$ cat src/rtl/engine_run_ctrl_if.sv
// Launch/completion handshake between the run controller and the AXI read/write master pair.
// The controller drives the launch pulse; the masters return done pulses and error codes.
interface engine_run_ctrl_if;
  logic       engine_start_pulse;
  logic       rd_done_pulse;
  logic       wr_done_pulse;
  logic [1:0] rd_error;
  logic [1:0] wr_error;

  modport master (
    output engine_start_pulse,
    input  rd_done_pulse,
    input  wr_done_pulse,
    input  rd_error,
    input  wr_error
  );

  modport slave (
    input  engine_start_pulse,
    output rd_done_pulse,
    output wr_done_pulse,
    output rd_error,
    output wr_error
  );
endinterface

$ cat src/rtl/engine_run_ctrl.sv
// Run controller for one test-engine pass: launches the read/write masters, waits for their
// completion, accumulates errors, times the run against an optional limit and raises an IRQ.
module engine_run_ctrl #(
  parameter int unsigned TIMER_WIDTH = 64
) (
  input  logic                   clk,
  input  logic                   rst_n,
  input  logic                   i_start,
  input  logic                   rd_enable,
  input  logic                   wr_enable,
  input  logic                   int_enable,
  input  logic [TIMER_WIDTH-1:0] timeout_cycles,
  engine_run_ctrl_if.master      eng,
  output logic                   busy,
  output logic                   done_pulse,
  output logic [TIMER_WIDTH-1:0] elapsed_cycles,
  output logic [7:0]             status,
  output logic                   int_req,
  input  logic                   int_ack
);

  typedef enum logic [2:0] {
    StIdle,
    StLaunch,
    StRun,
    StFinish,
    StIntWait
  } state_e;

  state_e                 state_q;
  logic                   rd_en_q;
  logic                   wr_en_q;
  logic                   start_pulse_q;
  logic                   busy_q;
  logic                   done_q;
  logic                   int_req_q;
  logic [TIMER_WIDTH-1:0] elapsed_q;
  // {start_overrun, timeout, wr_err[1:0], rd_err[1:0], wr_seen, rd_seen}
  logic [7:0]             status_q;

  logic [1:0]             rd_hit;
  logic [1:0]             wr_hit;
  logic                   rd_seen_d;
  logic                   wr_seen_d;
  logic [1:0]             rd_err_d;
  logic [1:0]             wr_err_d;
  logic                   run_complete;
  logic                   timeout_hit;
  logic [TIMER_WIDTH-1:0] elapsed_inc;

  always_comb begin
    rd_hit = eng.rd_done_pulse ? eng.rd_error : 2'b00;
    wr_hit = eng.wr_done_pulse ? eng.wr_error : 2'b00;
    // While running, any reported error is sticky even without a done pulse.
    if (state_q == StRun) begin
      rd_hit = eng.rd_error;
      wr_hit = eng.wr_error;
    end
    rd_seen_d    = status_q[0] | eng.rd_done_pulse;
    wr_seen_d    = status_q[1] | eng.wr_done_pulse;
    rd_err_d     = status_q[3:2] | rd_hit;
    wr_err_d     = status_q[5:4] | wr_hit;
    run_complete = (rd_seen_d | ~rd_en_q) & (wr_seen_d | ~wr_en_q);
    timeout_hit  = (timeout_cycles != '0) &&
                   (elapsed_q == timeout_cycles - TIMER_WIDTH'(1));
    elapsed_inc  = (&elapsed_q) ? elapsed_q : elapsed_q + TIMER_WIDTH'(1);
  end

  always_ff @(posedge clk or negedge rst_n) begin
    if (!rst_n) begin
      state_q       <= StIdle;
      rd_en_q       <= 1'b0;
      wr_en_q       <= 1'b0;
      start_pulse_q <= 1'b0;
      busy_q        <= 1'b0;
      done_q        <= 1'b0;
      int_req_q     <= 1'b0;
      elapsed_q     <= '0;
      status_q      <= '0;
    end else begin
      start_pulse_q <= 1'b0;
      done_q        <= 1'b0;
      if (i_start && (state_q != StIdle)) begin
        status_q[7] <= 1'b1;
      end
      unique case (state_q)
        StIdle: begin
          if (i_start) begin
            rd_en_q   <= rd_enable;
            wr_en_q   <= wr_enable;
            status_q  <= '0;
            elapsed_q <= '0;
            busy_q    <= 1'b1;
            if (rd_enable || wr_enable) begin
              state_q       <= StLaunch;
              start_pulse_q <= 1'b1;
            end else begin
              // Nothing to wait for: report an empty run straight away.
              state_q <= StFinish;
              done_q  <= 1'b1;
            end
          end
        end
        StLaunch: begin
          status_q[5:0] <= {wr_err_d, rd_err_d, wr_seen_d, rd_seen_d};
          state_q       <= StRun;
        end
        StRun: begin
          status_q[5:0] <= {wr_err_d, rd_err_d, wr_seen_d, rd_seen_d};
          elapsed_q     <= elapsed_inc;
          // Completion takes priority over a timeout landing on the same edge.
          if (run_complete) begin
            state_q <= StFinish;
            done_q  <= 1'b1;
          end else if (timeout_hit) begin
            status_q[6] <= 1'b1;
            state_q     <= StFinish;
            done_q      <= 1'b1;
          end
        end
        StFinish: begin
          if (int_enable) begin
            state_q   <= StIntWait;
            int_req_q <= 1'b1;
          end else begin
            state_q <= StIdle;
            busy_q  <= 1'b0;
          end
        end
        StIntWait: begin
          if (int_ack) begin
            state_q   <= StIdle;
            int_req_q <= 1'b0;
            busy_q    <= 1'b0;
          end
        end
        default: state_q <= StIdle;
      endcase
    end
  end

  assign eng.engine_start_pulse = start_pulse_q;
  assign busy                   = busy_q;
  assign done_pulse             = done_q;
  assign elapsed_cycles         = elapsed_q;
  assign status                 = status_q;
  assign int_req                = int_req_q;

endmodule

$ cat src/flat_wrapper.sv
// flat-port wrapper written by rule: the top's interface ports become plain ports
module engine_run_ctrl_flat 
#(
  parameter int unsigned TIMER_WIDTH = 64
)
  (clk, rst_n, i_start, rd_enable, wr_enable, int_enable, timeout_cycles, busy, done_pulse, elapsed_cycles, status, int_req, int_ack, eng_engine_start_pulse, eng_rd_done_pulse, eng_wr_done_pulse, eng_rd_error, eng_wr_error);
  engine_run_ctrl_if eng_i ();
  input  logic clk;
  input  logic rst_n;
  input  logic i_start;
  input  logic rd_enable;
  input  logic wr_enable;
  input  logic int_enable;
  input  logic [TIMER_WIDTH-1:0] timeout_cycles;
  output logic busy;
  output logic done_pulse;
  output logic [TIMER_WIDTH-1:0] elapsed_cycles;
  output logic [7:0] status;
  output logic int_req;
  input  logic int_ack;
  output wire logic [$bits(eng_i.engine_start_pulse)-1:0] eng_engine_start_pulse;
  input wire logic [$bits(eng_i.rd_done_pulse)-1:0] eng_rd_done_pulse;
  input wire logic [$bits(eng_i.wr_done_pulse)-1:0] eng_wr_done_pulse;
  input wire logic [$bits(eng_i.rd_error)-1:0] eng_rd_error;
  input wire logic [$bits(eng_i.wr_error)-1:0] eng_wr_error;
  assign eng_engine_start_pulse = eng_i.engine_start_pulse;
  assign eng_i.rd_done_pulse = eng_rd_done_pulse;
  assign eng_i.wr_done_pulse = eng_wr_done_pulse;
  assign eng_i.rd_error = eng_rd_error;
  assign eng_i.wr_error = eng_wr_error;
  engine_run_ctrl #(.TIMER_WIDTH(TIMER_WIDTH)) u_core (.clk(clk), .rst_n(rst_n), .i_start(i_start), .rd_enable(rd_enable), .wr_enable(wr_enable), .int_enable(int_enable), .timeout_cycles(timeout_cycles), .eng(eng_i), .busy(busy), .done_pulse(done_pulse), .elapsed_cycles(elapsed_cycles), .status(status), .int_req(int_req), .int_ack(int_ack));
endmodule
$ cat config.mk
export PLATFORM = sky130hd
export DESIGN_NAME = engine_run_ctrl_flat
export DESIGN_NICKNAME = d
export VERILOG_FILES = /design/src/rtl/engine_run_ctrl_if.sv /design/src/rtl/engine_run_ctrl.sv /design/src/flat_wrapper.sv
export SDC_FILE = /design/constraint.sdc
export NUM_CORES = 1
export LEC_CHECK = 0
export BUFFER_PORTS_ARGS = -buffer_cell sky130_fd_sc_hd__buf_2
export CORE_AREA = 2 2 124 126
export CTS_CLUSTER_SIZE = 12
export DETAILED_ROUTE_END_ITERATION = 10
export DIE_AREA = 0 0 126 128
export PLACE_DENSITY = 0.8
export SYNTH_ARGS = -nofsm -noshare
export SYNTH_HDL_FRONTEND = slang
export SYNTH_SLANG_ARGS = --single-unit
$ cat constraint.sdc
create_clock -name clk -period 4 [get_ports clk]
set_input_delay 0.2 -clock clk [delete_from_list [all_inputs] [get_ports clk]]
set_output_delay 0.2 -clock clk [all_outputs]
set_load 0.005 [all_outputs]
==> results.toml, run 1 <==
[floorplanning]
io_pins = 153
die_x_um = 126
die-area_um2 = 16100
rows = 45
initial_core_util_pct = 44.1
core_area_um2 = 14900
dieHeight_um = 128

[clock_tree]
cts_num_sinks = 81
clk_latency_ps = 360
cts_max_level = 3
postCtsSetupBuffers = 0
cts_max_path_buffers = 2
cts_tree = "done"
root_buffer = "clkbuf_16"
cts_buffers = 9
clk_pin_slew_ps = 70

[place]
placed_cell_area_um2 = 7610
place_congestion = 1.01
dp_hpwl_um = 18700
pre_cts_ws_ps = 528
io_buffers = 152

[setup_path]
slowest_delay_ps = 600
crit_path_max_fanout = 9
critPathTopFamily = "simple AND/OR/NAND/NOR gates"
cp-start-kind = "register"
crit_path_frequent_cell = "nand3_1"
path_buf_inv = 1
worstPathCellList = "and4_1 -> nand3_1 -> nor4_1 -> buf_4 -> nand4_1 -> o31a_1 -> and3_1 -> nand3_1 -> xor2_1 -> nor2_1"
cp_slowest_cell = "o31a_1"
critPathKind = "reg -> reg"
cp.arrival_ps = 3540
endpoint_kind = "register"
required_ps = 4210

[synthesis]
synth_edf_count = 0
synth_warnings = 0
synth.distinct_cells = 64
syn-num-nets = 885
async_flop_share_pct = 100
syn-instance-count = 806
seq_area_frac_synth_pct = 30.9
synth_area_um2 = 6560
synth_ff_type = "dfrtp_1"
ys_ff_latch = 81
avgSynthCellArea_um2 = 8.14

[global_routing]
grt_overflow = 0
grtUsageTotal_pct = 29.0
grt_pass1_wl_um = 36700
grt_max_degree = 61
grt_pass1_vias = 6730
antenna_found_initial = 2

[timing]
rsz0062_at_grt = "no"
clock_skew_ps = 10.5
hold_viol_final = 0
post-route-period-util_pct = 83.2
slew_headroom_pct = 33.7
finalSetupTns_ps = 0
setup_ws_ps = 671
drv_slew = 0
setup-violations-final = 0
worst_pin_slew_ps = 985
min_period_ps = 3330
fmax_ghz = 0.300

[min_path]
hold_class = "in -> reg"

[route]
wl_per_cell_um = 20.4
first_iter_violations = 638
viasPerCell = 6.14
drcViolationCount = 0
dr_total_vias = 7120
ant_nets = 0
wl_um = 23700
first_pass_iters = 7

[power]
p_leak_nw = 3.35
power.density_nw_per_um2 = 332
peakVddDrop_mv = 0.233

[cells_and_area]
finalNetCount = 1045
drive_gt1_share_pct = 20.9
fin_area_um2 = 7940
syn_to_final_growth_pct = 21.1

[run_status]
outcome = "finished clean"

[run]
drv_cap = 0
-- registers in the layout, summed over array words and instances (netlist names), named ones only --
register	cells
u_core.done_pulse	1
u_core.status	7
u_core.rd_en_q	1
u_core.wr_en_q	1
u_core.state_q	3
u_core.busy	1
u_core.eng.engine_start_pulse	1
u_core.int_req	1
u_core.elapsed_cycles	64
-- cell usage in the layout (no fill, tap or decap), drive strengths merged, types with 3 or more instances in the layout --
cell       n
buf      165
nor2     110
dfrtp     81
xnor2     76
xor2      72
nand2     71
nand3     56
nor4      48
nor3      32
a21oi     30
nand4     26
o21ai     19
or3       18
inv       16
and3      14
and4      14
clkbuf    10
and2       9
or4        8
a31oi      7
nor4b      7
o31ai      6
mux2i      6
nand3b     5
a2111oi    5
or2        4
a21o       4
nor3b      4
o21a       4
nand2b     4
a21boi     3
a22o       3
or4b       3
-- metrics by stage --
stage	util (%)	hold slack, ps	power (W)	instances
final	53.4	45.7	0.00263	1160
after global routing	53.4	76.8	0.00277	1159
after CTS	53.4	42.7	0.00264	1159
after detailed placement	51.2	238	0.00173	1142
after global placement	51.2	235	0.00171	1142
after floorplan	-	-95.6	0.00141	806
-- worst min-delay path, delay by kind of cell --
| kind | cells | cell delay [ps] |
|---|---|---|
| buffers and inverters | 1 | 90 |
| AND/OR/NAND/NOR | 2 | 90 |
-- routing by layer --
metal / track usage [%] / part of all wire, %
met1: 38.8 / 42
met2: 46.3 / 47
met3: 5.68 / 7.2
met4: 12.2 / 3.3
met5: 0 / 0.051
-- path summary, 6_finish.rpt --
kind | startpoint | depth (start not counted) | to | slack, ps
setup / recovery | u_core.elapsed_cycles[41] | 10 | u_core.elapsed_cycles[31] | 670
hold / removal | wr_enable | 3 | u_core.wr_en_q | 50
setup reg to reg | u_core.elapsed_cycles[41] | 10 | u_core.elapsed_cycles[31] | 670
hold reg to reg | u_core.wr_en_q | 2 | u_core.wr_en_q | 490
max in group asynchronous | rst_n | 3 | u_core.elapsed_cycles[11] | 2660
min in group asynchronous | rst_n | 2 | u_core.elapsed_cycles[61] | 400
-- report_power, final --
group          total (W)  switching (W)  internal [W]
registers        0.00103       0.000123      0.000912
clock network   0.000910       0.000393      0.000518
logic           0.000690       0.000424      0.000266
total            0.00263       0.000939       0.00170
-- logic make-up after synthesis --
family | after synthesis | share of synthesized area, %
adders and majority gates | 2 | 0.382
buffers and inverters | 29 | 1.68
AOI/OAI and AO/OA | 99 | 9.85
and+or+nand+nor | 439 | 36.2
DFF | 81 | 30.9
muxes | 8 | 1.26
xor gates and xnor gates | 148 | 19.8
-- cells in the mapped netlist, drive strengths merged, types with 3 or more instances --
library cell / n / area share [%]
xnor2: 76 / 10
a21o: 4 / 0.46
mux2i: 6 / 0.92
nor3: 32 / 2.5
inv: 12 / 0.69
and4: 14 / 1.9
nor2: 110 / 6.3
a21boi: 3 / 0.34
nand2b: 4 / 0.38
a31oi: 7 / 0.67
xor2: 72 / 9.6
or3: 18 / 1.7
or2: 4 / 0.38
or4: 8 / 0.97
a2111oi: 5 / 0.76
nand4: 26 / 2.7
nand2: 71 / 4.1
nor4: 48 / 5.1
o21ai: 19 / 1.5
dfrtp: 81 / 31
and2: 9 / 0.86
a21oi: 30 / 2.3
nand3: 56 / 4.3
or4b: 3 / 0.46
nand3b: 5 / 0.57
nor3b: 4 / 0.46
nor4b: 7 / 1.3
o21a: 4 / 0.46
clkbuf: 16 / 0.92
and3: 14 / 1.3
o31ai: 6 / 0.69
a22o: 3 / 0.40
-- cell type report --
| cell class | instances | area (µm²) |
|---|---|---|
| Clock buffer | 10 | 239 |
| Multi-Input combinational cell | 696 | 4430 |
| Timing Repair Buffer | 166 | 883 |
| Tap cell | 188 | 235 |
| Inverter | 12 | 45.0 |
| Antenna cell | 1 | 2.50 |
| Clock inverter | 6 | 81.3 |
| Sequential cell | 81 | 2030 |
| Fill cell | 1420 | 6920 |
-- what timing repair did --
item,4_1_cts,5_1_grt
hold buffers,1,0
gates resized for setup,0,0
hold endpoints to repair,40,0
Power figures use the tool's default switching activity.
==> run 2: changes to the inputs <==
ABC_AREA = 1   (was default)
CORE_AREA = 2 2 138 140   (was 2 2 124 126)
DIE_AREA = 0 0 140 142   (was 0 0 126 128)
PLACE_DENSITY = 0.78   (was 0.8)
clock period = 3.1 ns   (was 4 ns; I/O delays follow)
==> results.toml, run 2 <==
[run_status]
outcome = "complete, but fails checks"
violations = "design-rule violations"

[cells_and_area]
largest_register_ffs = 64
final_common_cell = "nand2_1"
finalNonFillerCells = 1726
fin_area_um2 = 9520
antenna_cells = 0
layout.cells.most_common_list = "nand2_1, nor2_1, buf_2"
drive_gt1_share_pct = 15.5
finalNetCount = 1566
syn_to_final_growth_pct = 17.6
final_util_pct = 51.6

[timing]
rsz0062_at_grt = "no"
post-route-period-util_pct = 92.3
finalSetupTns_ps = 0
hold_viol_final = 0
fmax_ghz = 0.349
clock_skew_ps = 7.50
setup-violations-final = 0
min_period_ps = 2860
drv_slew = 0
slew_headroom_pct = 27.3
worst_pin_slew_ps = 1090

[synthesis]
synth_common_cells = "nand2_1, nor2_1, inv_1"
synth_top_area_cell = "dfrtp_1"
async_flop_share_pct = 100
synth.area.mux_share_pct = 0
synth_area_um2 = 8090
syn-instance-count = 1328
synthXorXnorAreaFrac_pct = 14.0
synth_ff_type = "dfrtp_1"
synth_warnings = 0
synthAdderAreaFrac_pct = 0.309
synth_edf_count = 0
synth_top_family_by_area = "simple AND/OR/NAND/NOR gates"
synthTopCellsByArea = "dfrtp_1, nand2_1, xor2_1, nor2_1, inv_1"
synth_top_area_share_pct = 25.1
syn-num-nets = 1407
synth.distinct_cells = 37
avgSynthCellArea_um2 = 6.09
synth_most_common_cell = "nand2_1"
synth_compound_area_share_pct = 7.14
seq_area_frac_synth_pct = 25.1
ys_ff_latch = 81
yosys.area_share.simple_pct = 45.2

[route]
first_pass_iters = 10
wl_per_cell_um = 17.6
viasPerCell = 5.44
drcViolationCount = 12
first_iter_violations = 922
dr_total_vias = 9394
wl_um = 30300
ant_nets = 0

[floorplanning]
die_x_um = 140
core_area_um2 = 18500
initial_core_util_pct = 43.8
die-area_um2 = 19900
rows = 50
dieHeight_um = 142
io_pins = 153

[clock_tree]
cts_max_level = 3
cts_max_path_buffers = 2
cts_buffers = 9
cts-resized-gates = 0
cts_tree = "done"
clk_latency_ps = 340
root_buffer = "clkbuf_16"
clk_pin_slew_ps = 60
cts_num_sinks = 81

[place]
placed_cells = 1709
io_buffers = 152
dp_hpwl_um = 24700
place_congestion = 0.992
placed_cell_area_um2 = 9170

[setup_path]
cp_slowest_cell = "nor4_2"
r2r_start = "u_core.elapsed_cycles[0]"
slowest_delay_ps = 480
crit_path_max_fanout = 23
required_ps = 3320
endpoint_kind = "register"
worstPathCellList = "ha_1 -> nand2_1 -> nor2_4 -> inv_2 -> nor2_4 -> inv_2 -> nor2_8 -> nand4_1 -> nor4_2 -> nor2_4 -> buf_4 -> nand2_1 -> o21ai_1"
critPathLaunch = "u_core.elapsed_cycles[0]"
cp.arrival_ps = 3080
crit_path_frequent_cell = "nor2_4"
critPathKind = "reg -> reg"
cp-start-kind = "register"

[global_routing]
antenna_found_initial = 0
grt_overflow = 0
grt_pass1_vias = 8829
grt_max_degree = 82
grtUsageTotal_pct = 29.9
grt_pass1_wl_um = 46500

[power]
power.density_nw_per_um2 = 400
peakVddDrop_mv = 0.529
p_leak_nw = 4.28

[run]
drv_cap = 0

[min_path]
hold_class = "in -> async"
[run 2: cell count changes in the layout (fill, tap and decap cells not counted), moves of 12 or more]
cell and change:
a21oi_1 -23, o21ai_1 +21, nor2_1 +139, inv_1 +127, and3_1 -14, or3_1 -17
xnor2_1 -55, and4_1 -14, nand2_1 +334, nand3_1 +12, o22ai_1 +13, xor2_1 +36
nor4_1 -27
[run 2: path summary, 6_finish.rpt]
check / end / cells past startpoint / slack [ps]
hold / removal: u_core.int_req / 1 / 20
setup reg to reg: u_core.elapsed_cycles[43] / 13 / 240
setup / recovery: u_core.elapsed_cycles[43] / 13 / 240
hold reg to reg: u_core.status[2] / 2 / 500
max in group asynchronous: u_core.elapsed_cycles[5] / 1 / 2390
min in group clk: u_core.state_q[2] / 3 / 50
[run 2: stage by stage]
stage / hold WS (ps) / worst slack (ps) / total power [W]
CTS: 46.9 / 273 / 0.00376
floorplan: -141 / 1010 / 0.00210
global placement: 396 / 342 / 0.00248
global route: 75.6 / 31.3 / 0.00397
finish: 21.0 / 238 / 0.00380
detailed placement: 400 / 282 / 0.00250
[run 2: cells by family after synthesis]
group | count (synthesis)
adder cells (fa/ha/maj) | 2
flip-flops | 81
AND/OR/NAND/NOR | 853
buffers and inverters | 171
XOR/XNOR | 129
AO/OA/AOI/OAI | 92
[run 2: cell type report]
cell class / instances / area [µm²]
Multi-Input combinational cell: 1077 / 5410
Clock buffer: 11 / 243
Sequential cell: 81 / 2030
Tap cell: 234 / 293
Fill cell: 1912 / 8940
Clock inverter: 5 / 103
Timing Repair Buffer: 167 / 876
Inverter: 151 / 568
[run 2: worst max-delay path: cells and delay by family (launching register included)]
kind	cells	cell delay, ps
AND/OR/NAND/NOR	8	1410
adder cells (fa/ha/maj)	1	300
AO/OA/AOI/OAI	1	70
flip-flops	1	470
buffers and inverters	3	450
[run 2: power breakdown]
group	switching (W)	internal, W
Clock	0.000455	0.000809
Combinational	0.000945	0.000349
Sequential	0.0000785	0.00117
Total	0.00148	0.00232
[run 2: timing repair]
item,4_1_cts,5_1_grt
hold buffers,0,0
endpoints found under the setup margin,0,1
buffers inserted,0,0
[run 2: routing by layer]
layer | share of wire (%) | track usage (%)
met3 | 9.1 | 4.04
met1 | 39 | 37.9
met4 | 3.9 | 12.5
met2 | 48 | 51.7
met5 | 0 | 0
==> run 3: changes to the inputs <==
HOLD_SLACK_MARGIN = 0.08   (was default)
==> results.toml, run 3 (synthesized netlist as in run 2, its figures left out) <==
[run_status]
outcome = "complete, but fails checks"
violations = "design-rule violations"

[timing]
drv_slew = 0
slew_headroom_pct = 26.4
fmax_ghz = 0.351
rsz0062_at_grt = "no"
clock_skew_ps = 6.39
worst_pin_slew_ps = 1100
finalSetupTns_ps = 0
setup_ws_ps = 252
setup-violations-final = 0
post-route-period-util_pct = 91.9
min_period_ps = 2850
hold_viol_final = 0

[power]
power.density_nw_per_um2 = 398
peakVddDrop_mv = 0.534
p_leak_nw = 4.30
total_power_w = 0.00380

[place]
place_congestion = 0.992
io_buffers = 152
placed_cell_area_um2 = 9170
pre_cts_ws_ps = 282
dp_hpwl_um = 24700

[global_routing]
grtUsageTotal_pct = 30.0
grt_pass1_vias = 8881
grt_pass1_wl_um = 46600
antenna_found_initial = 0
grt_max_degree = 82
grt_overflow = 0

[cells_and_area]
fin_area_um2 = 9560
layout.cells.most_common_list = "nand2_1, nor2_1, buf_2"
syn_to_final_growth_pct = 18.1
final_common_cell = "nand2_1"
final_util_pct = 51.8
antenna_cells = 0
fillers = 1905
largest_register_ffs = 64
drive_gt1_share_pct = 15.5
finalNetCount = 1570

[setup_path]
endpoint_kind = "register"
endpoint = "u_core.elapsed_cycles[43]"
r2r_slack_ps = 250
cp.arrival_ps = 3070
ff2ff_path_depth = 13
cp-start-kind = "register"
r2r_start = "u_core.elapsed_cycles[0]"
r2r_end = "u_core.elapsed_cycles[43]"
required_ps = 3320
crit_path_max_fanout = 23
critPathKind = "reg -> reg"
critPathLaunch = "u_core.elapsed_cycles[0]"

[clock_tree]
cts_tree = "done"
cts-resized-gates = 0
clk_latency_ps = 340
postCtsSetupBuffers = 0
root_buffer = "clkbuf_16"
cts_max_path_buffers = 2
cts_max_level = 3
cts_buffers = 9
clk_pin_slew_ps = 60
cts_num_sinks = 81

[floorplanning]
rows = 50
die_x_um = 140
dieHeight_um = 142
initial_core_util_pct = 43.8
io_pins = 153
die-area_um2 = 19900
core_area_um2 = 18500

[min_path]
hold_class = "in -> reg"
whs_path_depth = 4
hp-start = "int_ack"

[run]
drv_cap = 0

[route]
viasPerCell = 5.45
wl_per_cell_um = 17.6
dr_total_vias = 9421
wl_um = 30400
ant_nets = 0
first_iter_violations = 912
first_pass_iters = 9
drcViolationCount = 12
## run 3: cell count changes in the layout (fill, tap and decap cells not counted)
cell and change:
dlygate4sd3_1 +4
## run 3: metal layers
| metal | wire, µm | GRT usage, % | up-vias |
|---|---|---|---|
| met2 | 14500 | 52.1 | 476 |
| met3 | 2520 | 4.04 | 76 |
| met4 | 1170 | 12.5 | 0 |
| met5 | 0 | 0 | - |
| met1 | 12100 | 37.9 | 4318 |
| li1 | - | - | 4551 |
## run 3: worst min-delay path by stage
stage,to
final,u_core.int_req
after global routing,u_core.done_pulse
after detailed placement,u_core.state_q[2]
after floorplan,async pin
after CTS,u_core.done_pulse
after global placement,u_core.wr_en_q
## run 3: report_power, final
group	total, W	switching, W	leakage [nW]	internal, W
logic	0.00129	0.000942	3.03	0.000353
registers	0.00124	0.0000778	1.10	0.00117
clock network	0.00126	0.000453	0.166	0.000809
total	0.00380	0.00147	4.30	0.00233
## run 3: cell type report
cell class                 count  area [µm²]  share of cell area [%]
clock buffer                  11         243                    2.54
clock inverter                 5         103                    1.07
inverter                     151         568                    5.94
multi-input combinational   1077        5410                    56.6
sequential                    81        2030                    21.2
tap                          234         293                    3.06
timing repair buffer         171         916                    9.58
## run 3: repair_timing
item,CTS,global route
endpoints found under the hold margin,85,0
hold buffers,4,0
endpoints found under the setup margin,0,1
## run 3: through the flow
stage                     std cells  hold slack, ps
after floorplan                1328            -141
after global placement         1709             396
after detailed placement       1709             400
after CTS                      1729            80.0
after global routing           1730             113
final                          1730            89.5
## run 3: critical path: stages (launching register included)
cell and delay, ps:
dfrtp_1 470, ha_1 300, nand2_1 120, nor2_4 150, inv_2 70, nor2_4 130, inv_2 80, nor2_8 100
nand4_1 110, nor4_2 480, nor2_4 220, buf_4 300, nand2_1 100, o21ai_1 70
